<file path="config.mk">
export PLATFORM = sky130hd
export DESIGN_NAME = mgt_01_fp_mul_normround_flat
export DESIGN_NICKNAME = d
export VERILOG_FILES = /design/src/rtl/mgt_01_fp_mul_normround_pkg.sv /design/src/rtl/mgt_01_fp_mul_normround_if.sv /design/src/rtl/mgt_01_fp_mul_normround_fp_round_incr.sv /design/src/rtl/mgt_01_fp_mul_normround.sv /design/src/flat_wrapper.sv
export SDC_FILE = /design/constraint.sdc
export NUM_CORES = 1
export LEC_CHECK = 0
export ABC_AREA = 1
export CORE_MARGIN = 5
export CORE_UTILIZATION = 47
export DETAILED_ROUTE_END_ITERATION = 8
export PLACE_DENSITY = 0.79
export SLEW_MARGIN = 25
export SYNTH_ARGS = -nofsm -noshare
export SYNTH_HDL_FRONTEND = slang
export SYNTH_HIERARCHICAL = 1
export SYNTH_SLANG_ARGS = --single-unit
</file>
<file path="constraint.sdc">
create_clock -name clk_i -period 4.3 [get_ports clk_i]
set_input_delay 0.86 -clock clk_i [delete_from_list [all_inputs] [get_ports clk_i]]
set_output_delay 0.86 -clock clk_i [all_outputs]
set_load 0.005 [all_outputs]
</file>
<file path="src/rtl/mgt_01_fp_mul_normround_pkg.sv">
// Shared types and constants for the FP multiply normalise/round stage.
package mgt_01_fp_mul_normround_pkg;

  localparam int unsigned XLEN    = 32;
  localparam int unsigned EXP_W   = 10;
  localparam int unsigned MANT_W  = 23;
  localparam int unsigned PROD_W  = 48;
  localparam int unsigned BIAS    = 127;
  localparam int unsigned EXP_MAX = 255;

  localparam logic [XLEN-1:0] CANON_NAN = 32'h7FC0_0000;

  typedef enum logic [1:0] {
    ST_IDLE,
    ST_NORMALIZE,
    ST_ROUND,
    ST_VALID
  } state_e;

  typedef enum logic [2:0] {
    RM_RNE = 3'd0,
    RM_RTZ = 3'd1,
    RM_RDN = 3'd2,
    RM_RUP = 3'd3,
    RM_RMM = 3'd4
  } rm_e;

  typedef struct packed {
    logic nv;
    logic dz;
    logic of;
    logic uf;
    logic nx;
  } fflags_t;

  // Assemble a binary32 word from its fields.
  function automatic logic [XLEN-1:0] pack_fp(input logic s, input logic [7:0] e,
                                              input logic [MANT_W-1:0] m);
    return {s, e, m};
  endfunction

endpackage

</file>
<file path="src/rtl/mgt_01_fp_mul_normround_if.sv">
// Operand/result bundle between FP unpack, this stage and the FP writeback.
interface mgt_01_fp_mul_normround_if;
  import mgt_01_fp_mul_normround_pkg::*;

  logic [2*XLEN-1:0] product_i;
  logic              product_valid_i;
  logic              sign_i;
  logic [EXP_W-1:0]  exp_sum_i;
  logic [2:0]        rm_i;
  logic              invalid_i;
  logic              is_nan_i;
  logic              is_inf_i;
  logic              is_zero_i;
  logic [XLEN-1:0]   result_o;
  logic [4:0]        fflags_o;
  logic              valid_o;
  logic              busy_o;

  modport master (
    output product_i, product_valid_i, sign_i, exp_sum_i, rm_i,
           invalid_i, is_nan_i, is_inf_i, is_zero_i,
    input  result_o, fflags_o, valid_o, busy_o
  );

  modport slave (
    input  product_i, product_valid_i, sign_i, exp_sum_i, rm_i,
           invalid_i, is_nan_i, is_inf_i, is_zero_i,
    output result_o, fflags_o, valid_o, busy_o
  );

endinterface

</file>
<file path="src/rtl/mgt_01_fp_mul_normround_fp_round_incr.sv">
// Rounding decision and mantissa increment; shared with the FP add path.
module fp_round_incr
  import mgt_01_fp_mul_normround_pkg::*;
(
  input  logic [MANT_W-1:0] mant,
  input  logic              g,
  input  logic              s,
  input  logic              sign,
  input  logic [2:0]        rm,
  output logic [MANT_W-1:0] mant_rnd_c,
  output logic              carry_c,
  output logic              inexact_c
);

  localparam int unsigned SUM_W = MANT_W + 1;

  logic up;

  // Unlisted encodings fall back to round-to-nearest-even.
  always_comb begin
    up = 1'b0;
    case (rm)
      RM_RTZ:  up = 1'b0;
      RM_RDN:  up = sign & (g | s);
      RM_RUP:  up = ~sign & (g | s);
      RM_RMM:  up = g;
      default: up = g & (s | mant[0]);
    endcase
  end

  assign {carry_c, mant_rnd_c} = {1'b0, mant} + SUM_W'(up);
  assign inexact_c = g | s;

endmodule

</file>
<file path="src/rtl/mgt_01_fp_mul_normround.sv">
// Post-multiply stage: normalise the 48-bit mantissa product, round, and pack binary32 + fflags.
module mgt_01_fp_mul_normround
  import mgt_01_fp_mul_normround_pkg::*;
(
  input logic                      clk_i,
  input logic                      clk_en_i,
  input logic                      rst_n_i,
  mgt_01_fp_mul_normround_if.slave bus
);

  localparam int unsigned NEXP_W = EXP_W + 1;

  state_e                   state_q;
  logic [PROD_W-1:0]        prod_q;
  logic                     sign_q;
  logic [EXP_W-1:0]         exp_q;
  logic [2:0]               rm_q;
  logic                     invalid_q, nan_q, inf_q, zero_q;
  logic [MANT_W-1:0]        mant_q;
  logic                     g_q, s_q;
  logic signed [NEXP_W-1:0] nexp_q;

  logic [MANT_W-1:0]        mant_rnd_c;
  logic                     carry_c, inexact_c;
  logic signed [NEXP_W-1:0] exp_ext_c, fexp_c;
  logic [XLEN-1:0]          res_c, inf_c, max_c;
  fflags_t                  flags_c;
  logic                     unused_hi_c;

  // Upper product bits are always zero for binary32 mantissas.
  assign unused_hi_c = ^bus.product_i[2*XLEN-1:PROD_W];

  fp_round_incr u_round (
    .mant       (mant_q),
    .g          (g_q),
    .s          (s_q),
    .sign       (sign_q),
    .rm         (rm_q),
    .mant_rnd_c (mant_rnd_c),
    .carry_c    (carry_c),
    .inexact_c  (inexact_c)
  );

  // One extra exponent bit so the +1 from normalise and round carry cannot wrap.
  assign exp_ext_c = $signed({exp_q[EXP_W-1], exp_q});
  assign fexp_c    = nexp_q + $signed({{EXP_W{1'b0}}, carry_c});
  assign inf_c     = pack_fp(sign_q, 8'hFF, '0);
  assign max_c     = pack_fp(sign_q, 8'hFE, '1);

  // Final result selection: specials, overflow, underflow, then normal.
  always_comb begin
    res_c   = '0;
    flags_c = '0;
    if (invalid_q) begin
      res_c      = CANON_NAN;
      flags_c.nv = 1'b1;
    end else if (nan_q) begin
      res_c = CANON_NAN;
    end else if (inf_q) begin
      res_c = inf_c;
    end else if (zero_q) begin
      res_c = pack_fp(sign_q, 8'h00, '0);
    end else if (fexp_c >= $signed(NEXP_W'(EXP_MAX))) begin
      flags_c.of = 1'b1;
      flags_c.nx = 1'b1;
      case (rm_q)
        RM_RTZ:  res_c = max_c;
        RM_RDN:  res_c = sign_q ? inf_c : max_c;
        RM_RUP:  res_c = sign_q ? max_c : inf_c;
        default: res_c = inf_c;
      endcase
    end else if (fexp_c <= $signed(NEXP_W'(0))) begin
      res_c      = pack_fp(sign_q, 8'h00, '0);
      flags_c.uf = 1'b1;
      flags_c.nx = 1'b1;
    end else begin
      res_c      = pack_fp(sign_q, fexp_c[7:0], mant_rnd_c);
      flags_c.nx = inexact_c;
    end
  end

  always_ff @(posedge clk_i) begin
    if (!rst_n_i) begin
      state_q      <= ST_IDLE;
      bus.result_o <= '0;
      bus.fflags_o <= '0;
      bus.valid_o  <= 1'b0;
      bus.busy_o   <= 1'b0;
    end else if (clk_en_i) begin
      case (state_q)
        ST_IDLE: begin
          bus.valid_o <= 1'b0;
          if (bus.product_valid_i) begin
            prod_q     <= bus.product_i[PROD_W-1:0];
            sign_q     <= bus.sign_i;
            exp_q      <= bus.exp_sum_i;
            rm_q       <= bus.rm_i;
            invalid_q  <= bus.invalid_i;
            nan_q      <= bus.is_nan_i;
            inf_q      <= bus.is_inf_i;
            zero_q     <= bus.is_zero_i;
            bus.busy_o <= 1'b1;
            state_q    <= ST_NORMALIZE;
          end
        end
        // Leading one sits at bit 47 or 46 since subnormals are already flushed.
        ST_NORMALIZE: begin
          if (prod_q[PROD_W-1]) begin
            mant_q <= prod_q[46:24];
            g_q    <= prod_q[23];
            s_q    <= |prod_q[22:0];
            nexp_q <= exp_ext_c + $signed(NEXP_W'(1));
          end else begin
            mant_q <= prod_q[45:23];
            g_q    <= prod_q[22];
            s_q    <= |prod_q[21:0];
            nexp_q <= exp_ext_c;
          end
          state_q <= ST_ROUND;
        end
        ST_ROUND: begin
          bus.result_o <= res_c;
          bus.fflags_o <= flags_c;
          bus.valid_o  <= 1'b1;
          state_q      <= ST_VALID;
        end
        ST_VALID: begin
          bus.valid_o <= 1'b0;
          bus.busy_o  <= 1'b0;
          state_q     <= ST_IDLE;
        end
        default: state_q <= ST_IDLE;
      endcase
    end
  end

endmodule

</file>
<file path="src/flat_wrapper.sv">
// flat-port wrapper written by rule: the top's interface ports become plain ports
module mgt_01_fp_mul_normround_flat import mgt_01_fp_mul_normround_pkg::*;
  (clk_i, clk_en_i, rst_n_i, bus_product_i, bus_product_valid_i, bus_sign_i, bus_exp_sum_i, bus_rm_i, bus_invalid_i, bus_is_nan_i, bus_is_inf_i, bus_is_zero_i, bus_result_o, bus_fflags_o, bus_valid_o, bus_busy_o);
  mgt_01_fp_mul_normround_if bus_i ();
  input logic clk_i;
  input logic clk_en_i;
  input logic rst_n_i;
  input wire logic [$bits(bus_i.product_i)-1:0] bus_product_i;
  input wire logic [$bits(bus_i.product_valid_i)-1:0] bus_product_valid_i;
  input wire logic [$bits(bus_i.sign_i)-1:0] bus_sign_i;
  input wire logic [$bits(bus_i.exp_sum_i)-1:0] bus_exp_sum_i;
  input wire logic [$bits(bus_i.rm_i)-1:0] bus_rm_i;
  input wire logic [$bits(bus_i.invalid_i)-1:0] bus_invalid_i;
  input wire logic [$bits(bus_i.is_nan_i)-1:0] bus_is_nan_i;
  input wire logic [$bits(bus_i.is_inf_i)-1:0] bus_is_inf_i;
  input wire logic [$bits(bus_i.is_zero_i)-1:0] bus_is_zero_i;
  output wire logic [$bits(bus_i.result_o)-1:0] bus_result_o;
  output wire logic [$bits(bus_i.fflags_o)-1:0] bus_fflags_o;
  output wire logic [$bits(bus_i.valid_o)-1:0] bus_valid_o;
  output wire logic [$bits(bus_i.busy_o)-1:0] bus_busy_o;
  assign bus_i.product_i = bus_product_i;
  assign bus_i.product_valid_i = bus_product_valid_i;
  assign bus_i.sign_i = bus_sign_i;
  assign bus_i.exp_sum_i = bus_exp_sum_i;
  assign bus_i.rm_i = bus_rm_i;
  assign bus_i.invalid_i = bus_invalid_i;
  assign bus_i.is_nan_i = bus_is_nan_i;
  assign bus_i.is_inf_i = bus_is_inf_i;
  assign bus_i.is_zero_i = bus_is_zero_i;
  assign bus_result_o = bus_i.result_o;
  assign bus_fflags_o = bus_i.fflags_o;
  assign bus_valid_o = bus_i.valid_o;
  assign bus_busy_o = bus_i.busy_o;
  mgt_01_fp_mul_normround u_core (.clk_i(clk_i), .clk_en_i(clk_en_i), .rst_n_i(rst_n_i), .bus(bus_i));
endmodule
</file>
Word level (Yosys, flattened, before mapping)
Index checks and enable logic that the tools add are counted.
- register bits: 142
- bits in latches: 0
- bits in writable memories: 0
- bits in read-only memories: 0
- bits of input ports: 86
- output and inout port bits: 39
- word-level logic and storage cells: 77
- memories kept: 0
- $add $sub $neg: 3
- multiply operators: 0
- divide/modulo/power cells: 0
- order comparisons: 2
- eq/ne operators: 8
- shift-type cells: 0
- multiplexer cells: 29
- bitwise gates (word level): 6
- reductions and logical operators: 12
- operators by type and width (operator ; number):
    $mux 32 ; 7
    $pmux 32 s3 ; 1
    $mux 31 ; 1
    $add 23x1->24 ; 1
    $mux 23 ; 1
    $reduce_or 23->1 ; 1
    $reduce_or 22->1 ; 1
    $mux 3 ; 4
    $add 10x2->11 const B ; 1
    $add 11x2->11 ; 1
    $ge 11x9->1 const B ; 1
    $le 11x1->1 const B ; 1
    $mux 11 ; 1
    $mux 1 ; 9
    $pmux 2 s4 ; 1
    $eq 3x2->1 const B ; 2
    $reduce_and 2->1 ; 3
    $reduce_and 3->1 ; 2
    $eq 2x2->1 const B ; 2
    $pmux 1 s2 ; 2
    $pmux 1 s4 ; 1
    $reduce_and 4->1 ; 1
    $reduce_bool 2->1 ; 2
    $and 1x1->1 ; 3
    other kinds (9) ; 10

Depth between registers and ports, before layout
Gate-level depths: netlist of run 1.
- word-level depth: 12
- depth in mapped cells: 28
- mapped depth without buffers: 27

Modules after synthesis
Netlist of run 1, hierarchy kept.
- by module, submodules not included (module ; times used ; cells an instance ; area each (um2) ; sequential area each (um2)):
    mgt_01_fp_mul_normround ; 1 ; 587 ; 5904.4 ; 3863.7
    fp_round_incr ; 1 ; 136 ; 725.7 ; 0.0

Least setup slack after synthesis of run 1
Ideal clock, no wire load.
- path type: in2reg
- start point: in rst_n_i
- end point: reg u_core.exp_q[0] (enable)
- library setup time: 0.491 ns
- arrival time: 3.943 ns
- data required time: 3.809 ns
- slack: -0.135 ns
- stages: 3
- path buffers: 1
- cell sequence: clkbuf_1 > nand2_1 > nor2_1
- cells in the longest elaborated chain, start to end: 1
- ends and longest elaborated chain (item ; line ; text):
    from (decl) ; flat_wrapper.sv:7 ; input logic rst_n_i;
    $reduce_and 4->1 (no source line) ; - ;
    to (signal assigned) ; mgt_01_fp_mul_normround.sv:96 ; exp_q <= bus.exp_sum_i;
    to (decl) ; mgt_01_fp_mul_normround.sv:16 ; logic [EXP_W-1:0] exp_q;
Every way passes these cells.
A chain may end at the register's enable or synchronous reset.

Final worst setup path of run 1
- start point: reg u_core.mant_q[0]
- end point: reg u_core.bus.result_o[9]
- cells in the longest elaborated chain, start to end: 12
- elaborated cells between the ends (all ways): 13
- classes of those cells: add/sub: 2; order compare: 2; mux: 7; bitwise: 2
- ends and longest elaborated chain (item ; line ; text):
    from (decl) ; mgt_01_fp_mul_normround.sv:19 ; logic [MANT_W-1:0] mant_q;
    from (signal assigned) ; mgt_01_fp_mul_normround.sv:109 ; mant_q <= prod_q[46:24];
    from (signal assigned) ; mgt_01_fp_mul_normround.sv:114 ; mant_q <= prod_q[45:23];
    $or 1x1->1 ; mgt_01_fp_mul_normround_fp_round_incr.sv:27 ; default: up = g & (s | mant[0]);
    $and 1x1->1 ; mgt_01_fp_mul_normround_fp_round_incr.sv:27 ;
    $pmux 1 s4 ; mgt_01_fp_mul_normround_fp_round_incr.sv:22 ; case (rm)
    $add 23x1->24 * ; mgt_01_fp_mul_normround_fp_round_incr.sv:31 ; assign {carry_c, mant_rnd_c} = {1'b0, mant} + SUM_W'(up);
    named net u_core.carry_c ; mgt_01_fp_mul_normround.sv:24 ; logic carry_c, inexact_c;
    $add 11x2->11 * ; mgt_01_fp_mul_normround.sv:46 ; assign fexp_c = nexp_q + $signed({{EXP_W{1'b0}}, carry_c});
    $le 11x1->1 ; mgt_01_fp_mul_normround.sv:72 ; end else if (fexp_c <= $signed(NEXP_W'(0))) begin
    $mux 31 ; mgt_01_fp_mul_normround.sv:72 ;
    $mux 32 * ; mgt_01_fp_mul_normround.sv:63 ; end else if (fexp_c >= $signed(NEXP_W'(EXP_MAX))) begin
    $mux 32 * ; mgt_01_fp_mul_normround.sv:61 ; end else if (zero_q) begin
    $mux 32 * ; mgt_01_fp_mul_normround.sv:59 ; end else if (inf_q) begin
    $mux 32 * ; mgt_01_fp_mul_normround.sv:57 ; end else if (nan_q) begin
    $mux 32 * ; mgt_01_fp_mul_normround.sv:54 ; if (invalid_q) begin
    to (signal assigned) ; mgt_01_fp_mul_normround.sv:122 ; bus.result_o <= res_c;
    to (decl) ; mgt_01_fp_mul_normround_if.sv:28 ; output result_o, fflags_o, valid_o, busy_o
Mark *: on every way through the listed nets, which the timed path passes. The rest lies on a longest branch.

==> flow_summary.json, run 1 <==
{
  "r2r-start": "u_core/mant_q[0]",
  "cts.clk_slew.worst_paths_ps": 60,
  "fin_crit_ps": 3870,
  "critPathKind": "reg2reg",
  "seqPwrFrac_pct": 48.7,
  "wl_mm": 13.9,
  "combinationalPowerShare_pct": 6.2,
  "ant_nets": 0,
  "cp_data_arrival_time_ps": 4140,
  "fill_cells": 1181,
  "grt_max_degree": 67,
  "synth_cells": 723,
  "max_freq_mhz": 258,
  "period_share_pct": 90.0,
  "swShare_pct": 20.2,
  "p_clk_share_pct": 45.1,
  "p_sw_w": 0.000638,
  "synthArstFlopShare_pct": 0,
  "h-tree-depth": 4,
  "design.core.area_um2": 13900,
  "rsz0062_at_grt": "false",
  "port_buffers": 107,
  "setup_viol": 0,
  "drtPass1Iterations": 5,
  "hold_violations": 0,
  "drtIter0Drc": 280,
  "clock_path_buffers": 2,
  "rows": 43,
  "critPathMaxFanout": 24,
  "die_x_um": 129,
  "cts.sinks": 142,
  "hold-path-endpoint": "u_core/bus.valid_o",
  "viasPerCell": 4.88,
  "fp.dieArea_um2": 16600,
  "clockRootBuffer": "clkbuf_16",
  "yosysSeqAreaShare_pct": 58.3,
  "worst_setup_path_start_kind": "flop",
  "areaGrowthSynthToFinish_pct": 27.5,
  "gp_congestion": 0.903,
  "finalSetupTns_ps": 0,
  "grt.total_usage_pct": 17.1,
  "worstPathRequired_ps": 4570,
  "start_util_pct": 47.8,
  "rrSetupSlack_ps": 430,
  "diodes": 0,
  "grt_pass1_wl_mm": 22.3,
  "synth_nets": 820,
  "hold_path_startpoint": "u_core/bus.valid_o",
  "tightestPinTransition_ps": 795,
  "maxSlewViolCount": 0,
  "relSlewSlack_pct": 47.0,
  "leakage_nw": 3.27,
  "final.setup_skew_ps": 6.02,
  "internal_power_w": 0.00251,
  "num_vias": 5009,
  "overflow": 0,
  "powerDensity_nw_per_um2": 373,
  "antenna_found_initial": 0,
  "run_status": "finished clean",
  "hold_class": "reg2reg",
  "stdcell_count": 1026,
  "synth_seq_cells": 142,
  "drc": 0,
  "synth_cell_types": 35,
  "cts_inserted_buffers": 17,
  "ioPinCount": 125,
  "cts_tree": "built",
  "dp_hpwl_mm": 10.1,
  "fin_hold_ws_ps": 457,
  "drive_above_1_share_pct": 8.04,
  "postSynthAreaPerCell_um2": 9.17,
  "synth_edf_count": 102,
  "insertion_delay_ps": 410,
  "nets": 930,
  "whs_path_depth": 2,
  "ys.warnings.count": 6,
  "ys.flop_type": "edfxtp_1",
  "post_cts.repair.setup_buffers": 0,
  "irDropWorstVdd_mv": 0.297,
  "grt_pass1_vias": 4712,
  "end_kind": "flop",
  "reg2regPathDepth": 26,
  "synth_area_um2": 6630,
  "rr_endpoint": "u_core/bus.result_o[9]",
  "placed_cells": 994,
  "cap_violations": 0,
  "die_h_um": 129,
  "wl_per_cell_um": 13.6
}
[layout make-up]
| type | instances | area (µm²) | area share (%) |
|---|---|---|---|
| sequential | 142 | 3860 | 45.7 |
| multi-input combinational | 501 | 2440 | 28.9 |
| timing repair buffer | 114 | 1130 | 13.3 |
| clock buffer | 18 | 429 | 5.08 |
| tap | 180 | 225 | 2.66 |
| inverter | 57 | 214 | 2.53 |
| clock inverter | 14 | 150 | 1.78 |
[registers in the layout, summed over array words and instances, names as in the netlist, 2 cells and up]
signal / cells
u_core/bus.fflags_o: 4
u_core/bus.result_o: 32
u_core/exp_q: 10
u_core/mant_q: 23
u_core/nexp_q: 11
u_core/prod_q: 48
u_core/rm_q: 3
u_core/state_q: 2
[Yosys cell counts, types with 2 or more instances]
library cell    n  share of area (%)
buf_4           4               0.45
o211ai_1        2               0.23
nor2_1         42                2.4
inv_2           4               0.23
nand4_1         7               0.66
ha_1           11                2.1
xnor2_1         9                1.2
dfxtp_1        40                 12
a21oi_1        36                2.7
nand3_1        54                4.1
edfxtp_1      102                 46
nand3b_1        3               0.34
xor2_1         14                1.8
nor3_1          6               0.45
buf_2           3               0.23
buf_6           2               0.34
nand3_2         3               0.45
o21ai_0        18                1.4
or2_2           2               0.19
a211oi_1        2               0.23
nand2_1       258                 15
nor2_4          6                1.0
nor4_1          5               0.47
clkbuf_1       13               0.74
nand2_2         8               0.75
o21bai_1        3               0.34
nor2_2          7               0.66
inv_1          52                2.9
[metrics by stage]
stage / power [W] / setup slack [ps] / utilization, % / cell area (µm²)
5_1_grt: 0.00327 / 24.7 / 60.9 / 8450
2_1_floorplan: 0.00165 / 959 / - / 6630
4_1_cts: 0.00319 / 368 / 60.9 / 8450
6_report: 0.00315 / 428 / 60.9 / 8450
3_5_place_dp: 0.00176 / 396 / 56.7 / 7870
3_3_place_gp: 0.00175 / 504 / 56.7 / 7870
[layer usage]
metal | up-vias | global-route usage (%) | wire length (µm)
li1 | 2601 | - | -
met1 | 2289 | 20.7 | 5900
met2 | 103 | 29.3 | 6990
met3 | 16 | 4.98 | 783
met4 | 0 | 6.05 | 233
met5 | - | 0 | 0
[cell families after synthesis]
| kind of cell | Yosys count | share of synthesized area, % |
|---|---|---|
| other cells | 1 | 0.0566 |
| compound gates | 62 | 4.94 |
| buf+inv | 80 | 5.04 |
| flops | 142 | 58.3 |
| simple gates | 404 | 26.6 |
| fa+ha+maj | 11 | 2.08 |
| xor+xnor | 23 | 3.04 |
[cells in the final DEF (no fill, tap or decap), drive strengths merged, types with 7 or more instances in the layout]
cell type | synthesis | final
ha | 11 | 11
nand3 | 57 | 57
nor3 | 7 | 7
nand2 | 267 | 267
nand4 | 8 | 8
xor2 | 14 | 14
dfxtp | 40 | 40
nor2 | 55 | 55
inv | 56 | 56
o21ai | 19 | 19
xnor2 | 9 | 9
clkbuf | 13 | 18
clkdlybuf4s50 | 0 | 107
edfxtp | 102 | 102
a21oi | 36 | 36
clkinv | 1 | 9
buf | 10 | 7
[power groups by stage]
stage | sequential, W | combinational (W) | clock [W]
after floorplan | 0.00156 | 0.0000896 | 0
after detailed placement | 0.00156 | 0.000195 | 0
final | 0.00153 | 0.000194 | 0.00142
after global placement | 0.00156 | 0.000190 | 0
after global routing | 0.00154 | 0.000215 | 0.00152
after CTS | 0.00153 | 0.000196 | 0.00146
[how the worst max path moves through the flow]
stage                                start                      end  slack [ps]  depth (start not counted)
after floorplan                    rst_n_i          u_core/exp_q[0]         960                          3
after global placement      u_core/rm_q[0]  u_core/bus.result_o[23]         500                         24
after detailed placement  u_core/mant_q[0]  u_core/bus.result_o[11]         400                         26
after CTS                 u_core/mant_q[0]  u_core/bus.result_o[11]         370                         26
after global routing      u_core/mant_q[0]   u_core/bus.result_o[7]          20                         26
final                     u_core/mant_q[0]   u_core/bus.result_o[9]         430                         26
[critical path, cell delays in order, from the launching register on]
cell and delay, ps:
edfxtp_1 370, or2_2 130, nand2_1 40, o21ai_0 60, o211ai_1 100, nand2_1 110
ha_1 220, inv_1 90, nor2_4 150, nand2_2 100, nor2_4 150, nand4_2 100
nor2_2 110, ha_1 250, ha_1 250, nand3_2 130, nor2_4 160, nand3_2 100
nand2_4 130, nand2_2 70, nor2_4 110, nand2_2 100, nand2_1 210, buf_6 250
nand2_1 80, nand2_1 70, a21oi_1 60
[repair_timing]
action / 4_1_cts / 5_1_grt
gates resized for setup: 0 / 1
hold buffers: 0 / 0
endpoints found under the setup margin: 0 / 7
Note: power is estimated with default switching activity, not from simulation.
==> run 2, diff against run 1 <==
--- a/config.mk
+++ b/config.mk
@@ -10,7 +10,7 @@
 export CORE_UTILIZATION = 47
 export DETAILED_ROUTE_END_ITERATION = 8
 export PLACE_DENSITY = 0.79
-export SLEW_MARGIN = 25
+export SLEW_MARGIN = 30
 export SYNTH_ARGS = -nofsm -noshare
 export SYNTH_HDL_FRONTEND = slang
 export SYNTH_HIERARCHICAL = 1
==> results of run 2 <==
Final layout, timing and power as in run 1 (identical DEF).
==> run 3, diff against run 2 <==
--- a/config.mk
+++ b/config.mk
@@ -8,6 +8,7 @@
 export ABC_AREA = 1
 export CORE_MARGIN = 5
 export CORE_UTILIZATION = 47
+export CTS_CLUSTER_DIAMETER = 200
 export DETAILED_ROUTE_END_ITERATION = 8
 export PLACE_DENSITY = 0.79
 export SLEW_MARGIN = 30
==> results of run 3 <==
Final layout, timing and power as in run 1 (identical DEF).
==> RTL change 1: new RTL, settings of run 3 <==
The 4 states of `state_e` get a Gray code encoding in 2 bits.
--- a/src/rtl/mgt_01_fp_mul_normround_pkg.sv
+++ b/src/rtl/mgt_01_fp_mul_normround_pkg.sv
@@ -12,8 +12,8 @@
 
   typedef enum logic [1:0] {
-    ST_IDLE,
-    ST_NORMALIZE,
-    ST_ROUND,
-    ST_VALID
+    ST_IDLE      = 2'b00,
+    ST_NORMALIZE = 2'b01,
+    ST_ROUND     = 2'b11,
+    ST_VALID     = 2'b10
   } state_e;
 
Formal check against the unedited RTL: same outputs for any inputs over 4 cycles, from zero or initial values and one cycle with rst_n_i low; so few cycles prove little.
==> RTL change 1 against run 3 <==
Routed wire length is 2.0% lower. Sequential cell count unchanged. Final cell count is 1.4% lower. Cell area increased by 0.56%. Total power increased by 1.5%. Setup slack better by 120 ps. Area after synthesis decreased by 0.43%. Largest cell class unchanged. Critical path depth shrank 2.
==> RTL change 1: results (changes against run 3) <==
- Outcome: finished, final reports clean (unchanged)
- Clock-cell share: 7.54% (was 6.85%)
- CTS H-tree depth: 4 (unchanged)
- WHS Endpoint: u_core/bus.result_o[18]$_SDFFE_PN0P_ (was u_core/bus.valid_o$_SDFFE_PN0P_)
- Cell variety after synth: 37 (was 35)
- Post-synth top cells: nand2_1 (247), edfxtp_1 (102), nand3_1 (53) (was nand2_1 (258), edfxtp_1 (102), nand3_1 (54))
- Syn_nets: 799 (was 820)
- Switching power share of the total: 19.1% (was 20.2%)
- Final Instance Area: 8500 um^2 (was 8450 um^2)
- Non-clk bufs: 116 (was 114)
- CP peak stage delay: 420 ps (was 370 ps)
- Largest cells by area after synthesis: edfxtp_1 (46%), nand2_1 (14%), dfxtp_1 (12%) (was edfxtp_1 (46%), nand2_1 (15%), dfxtp_1 (12%))
- Clk buf depth: 2 (unchanged)
- Placement Cell Area: 7850 um^2 (was 7870 um^2)
- Multi-input gates: 491 (was 501)
- Clk_skew: 6.95 ps (was 6.02 ps)
- Maximum fanout along the worst path: 22 (was 24)
- Final worst slack: 550 ps (was 428 ps)
- Worst rel slew slack: 45.8% (was 47.0%)
- Synth top area share: 46.4% (was 46.2%)
- Synth Area in Adders: 1.14% (was 2.08%)
- Post-synth EDFFs: 102 (unchanged)
- Post-DP HPWL: 9800 um (was 10100 um)
- Routability cong.: 0.808 (was 0.903)
- Fill count: 1127 (was 1181)
- Synth Area in XOR/XNOR: 3.05% (was 3.04%)
- Vias per cell: 4.97 (was 4.88)
- Clock buffers: 25 (was 18)
- Share of the yosys chip area belonging to registers: 58.5% (was 58.3%)
- Synth Area in Compound Gates: 4.93% (was 4.94%)
- Crit path capture: u_core/bus.result_o[18]$_SDFFE_PN0P_ (was u_core/bus.result_o[9]$_SDFFE_PN0P_)
- Final #Nets: 911 (was 930)
- Worst endpoint data arrival time: 4090 ps (was 4140 ps)
- P_clk: 1.54 mW (was 1.42 mW)
- Reg2Reg Depth: 24 (was 26)
- Mean Syn Cell Area: 9.34 um^2 (was 9.17 um^2)
- Vias in the first global route: 4766 (was 4712)
- Non-clock buffer share: 13.4% (was 13.3%)
- Pre-CTS WS: 405 ps (was 396 ps)
- Worst vdd ir: 261 uV (was 297 uV)
- Root Driver: clkbuf_16 (unchanged)
- Worst Hold Launch: u_core/bus.result_o[18]$_SDFFE_PN0P_ (was u_core/bus.valid_o$_SDFFE_PN0P_)
- Pre-antenna DRT Iters: 5 (unchanged)
- First-pass GRT wire length: 22400 um (was 22300 um)
- Non-clock inverters: 51 (was 57)
- Area of the multi-input gates: 2440 um^2 (about the same)
- Total Wirelength: 13600 um (was 13900 um)
- Critical Path Start: u_core/rm_q[0]$_DFFE_PP_ (was u_core/mant_q[0]$_DFFE_PP_)
- Initial drt markers: 371 (was 280)
- Layout cells sized above 1: 10.8% (was 8.04%)
- P_leak: 3.28 nW (was 3.27 nW)
- GRT Overall Usage: 17.2% (was 17.1%)
RTL change 1: changes by cell type after synthesis, sizes merged, moves of 2 or more:
| cell | delta |
|---|---|
| o21ai | -2 |
| clkbuf | -3 |
| inv | -5 |
| a211oi | -2 |
| nand3 | -3 |
| nand2 | -5 |
| buf | +3 |
| o21bai | -2 |
| nand3b | +3 |
| ha | -5 |
| nand4 | +2 |
RTL change 1: metrics by stage:
step / std cells / hold WS (ps) / total power, mW
2_1_floorplan: 707 / 451 / 1.60
3_3_place_gp: 980 / 453 / 1.68
3_5_place_dp: 980 / 457 / 1.69
4_1_cts: 1012 / 467 / 3.23
5_1_grt: 1012 / 488 / 3.30
6_report: 1012 / 465 / 3.20
RTL change 1: metal layers:
metal / share of wire [%] / routed length [um] / GRT usage [%]
met5: 0 / 0 / 0
met4: 3.5 / 476 / 9.20
met3: 5.3 / 727 / 3.86
met2: 50 / 6770 / 29.1
met1: 41 / 5650 / 20.5
==> RTL change 2: new RTL, config.mk and constraints of run 3 <==
Made on the original files. Set the package constant `EXP_W` to 8 (it was 10).
--- a/src/rtl/mgt_01_fp_mul_normround_pkg.sv
+++ b/src/rtl/mgt_01_fp_mul_normround_pkg.sv
@@ -3,5 +3,5 @@
 
   localparam int unsigned XLEN    = 32;
-  localparam int unsigned EXP_W   = 10;
+  localparam int unsigned EXP_W   = 8;
   localparam int unsigned MANT_W  = 23;
   localparam int unsigned PROD_W  = 48;
Ports: changed (resized bus_exp_sum_i); port bits go from 125 to 123. No check against the original RTL was run, so the function may have changed too.
==> RTL change 2 against run 3 <==
Sequential cell count shrank 4. Area after synthesis shrank 1.2%. Sequential power shrank 3%. Routed wire length decreased by 2.0%. Count of clock-buffer cells in the layout up 5. Total power fell by 5.2%. Clock skew increased by 3.9 ps. Final cell count down 2.7%. Setup slack got worse by 120 ps. First-iteration DRC count is 67% higher. Via count up 3.9%. Cell area decreased by 0.56%. Die area is 1.1% lower. Critical endpoint is now u_core/bus.fflags_o[1]$_SDFFE_PN0P_. Largest power group unchanged. Highest routed layer unchanged.
==> RTL change 2: results (changes against run 3) <==
- Outcome: finished, final reports clean (unchanged)
- GRT met3 Usage: 4.25% (was 4.98%)
- Pre-CTS WS: 169 ps (was 396 ps)
- Synth Area in XOR/XNOR: 3.23% (was 3.04%)
- Maximum fanout along the worst path: 7 (was 24)
- Met1 wire length: 5910 um (was 5900 um)
- Sequential share of cell area: 44.5% (was 45.7%)
- Final Critical Period: 3990 ps (was 3870 ps)
- Worst vdd ir: 275 uV (was 297 uV)
- Met2 Resource Use GR: 26.4% (was 29.3%)
- Clk_skew: 9.96 ps (was 6.02 ps)
- Met3 wire len: 873 um (was 783 um)
- R2r endpoint: u_core/bus.fflags_o[1]$_SDFFE_PN0P_ (was u_core/bus.result_o[9]$_SDFFE_PN0P_)
- Clock buffers: 23 (was 18)
- Worst rel slew slack: 41.3% (was 47.0%)
- Post-synth top cells: nand2_1 (189), edfxtp_1 (98), nand3_1 (65) (was nand2_1 (258), edfxtp_1 (102), nand3_1 (54))
- Share of the yosys chip area belonging to registers: 57.1% (was 58.3%)
- Total Wirelength: 13600 um (was 13900 um)
- Non-clock buffer share: 13.7% (was 13.3%)
- First-pass GRT wire length: 22000 um (was 22300 um)
- Largest cells by area after synthesis: edfxtp_1 (45%), dfxtp_1 (12%), nand2_1 (11%) (was edfxtp_1 (46%), nand2_1 (15%), dfxtp_1 (12%))
- Layout cells sized above 1: 10.8% (was 8.04%)
- Non-clk bufs: 118 (was 114)
- Synth Area in Adders: 2.29% (was 2.08%)
- Worst endpoint data arrival time: 4310 ps (was 4140 ps)
- Fill count: 1138 (was 1181)
- Worst Hold Launch: u_core/bus.result_o[9]$_SDFFE_PN0P_ (was u_core/bus.valid_o$_SDFFE_PN0P_)
- Critical Path Start: u_core/rm_q[0]$_DFFE_PP_ (was u_core/mant_q[0]$_DFFE_PP_)
- Largest net degree at the start of global routing: 65 (was 67)
- Final #Nets: 901 (was 930)
- Routed wl met2: 6470 um (was 6990 um)
- GRT Overall Usage: 17.0% (was 17.1%)
- Drt wl/cell: 13.7 um (was 13.6 um)
- PortBufs: 105 (was 107)
- Fraction of area in multi-input gates: 30.5% (was 28.9%)
- Synth Area in Compound Gates: 5.73% (was 4.94%)
- Non-clock inverters: 47 (was 57)
[RTL change 2: cell count changes in the layout (fill, tap and decap cells not counted), moves of 4 or more]
cell / run 3 / this run
clkinv_2: 2 / 9
edfxtp_1: 102 / 98
nor2_1: 40 / 44
buf_4: 6 / 12
inv_1: 52 / 41
nand2_1: 258 / 189
nand3_1: 54 / 65
clkinv_1: 6 / 2
nand4_1: 7 / 29
[RTL change 2: metrics by stage]
step | util (%) | hold slack, ps | power [mW] | instance area, um^2
3_5_place_dp | 56.4 | 457 | 1.71 | 7770
4_1_cts | 60.3 | 466 | 3.01 | 8310
2_1_floorplan | - | 455 | 1.61 | 6550
3_3_place_gp | 56.4 | 454 | 1.71 | 7770
5_1_grt | 61.0 | 494 | 3.10 | 8400
6_report | 61.0 | 464 | 2.98 | 8400
[RTL change 2: power breakdown]
part | internal [mW] | switching [mW]
combinational | 0.104 | 0.0973
sequential | 1.47 | 0.0221
clock | 0.798 | 0.496
total | 2.37 | 0.616
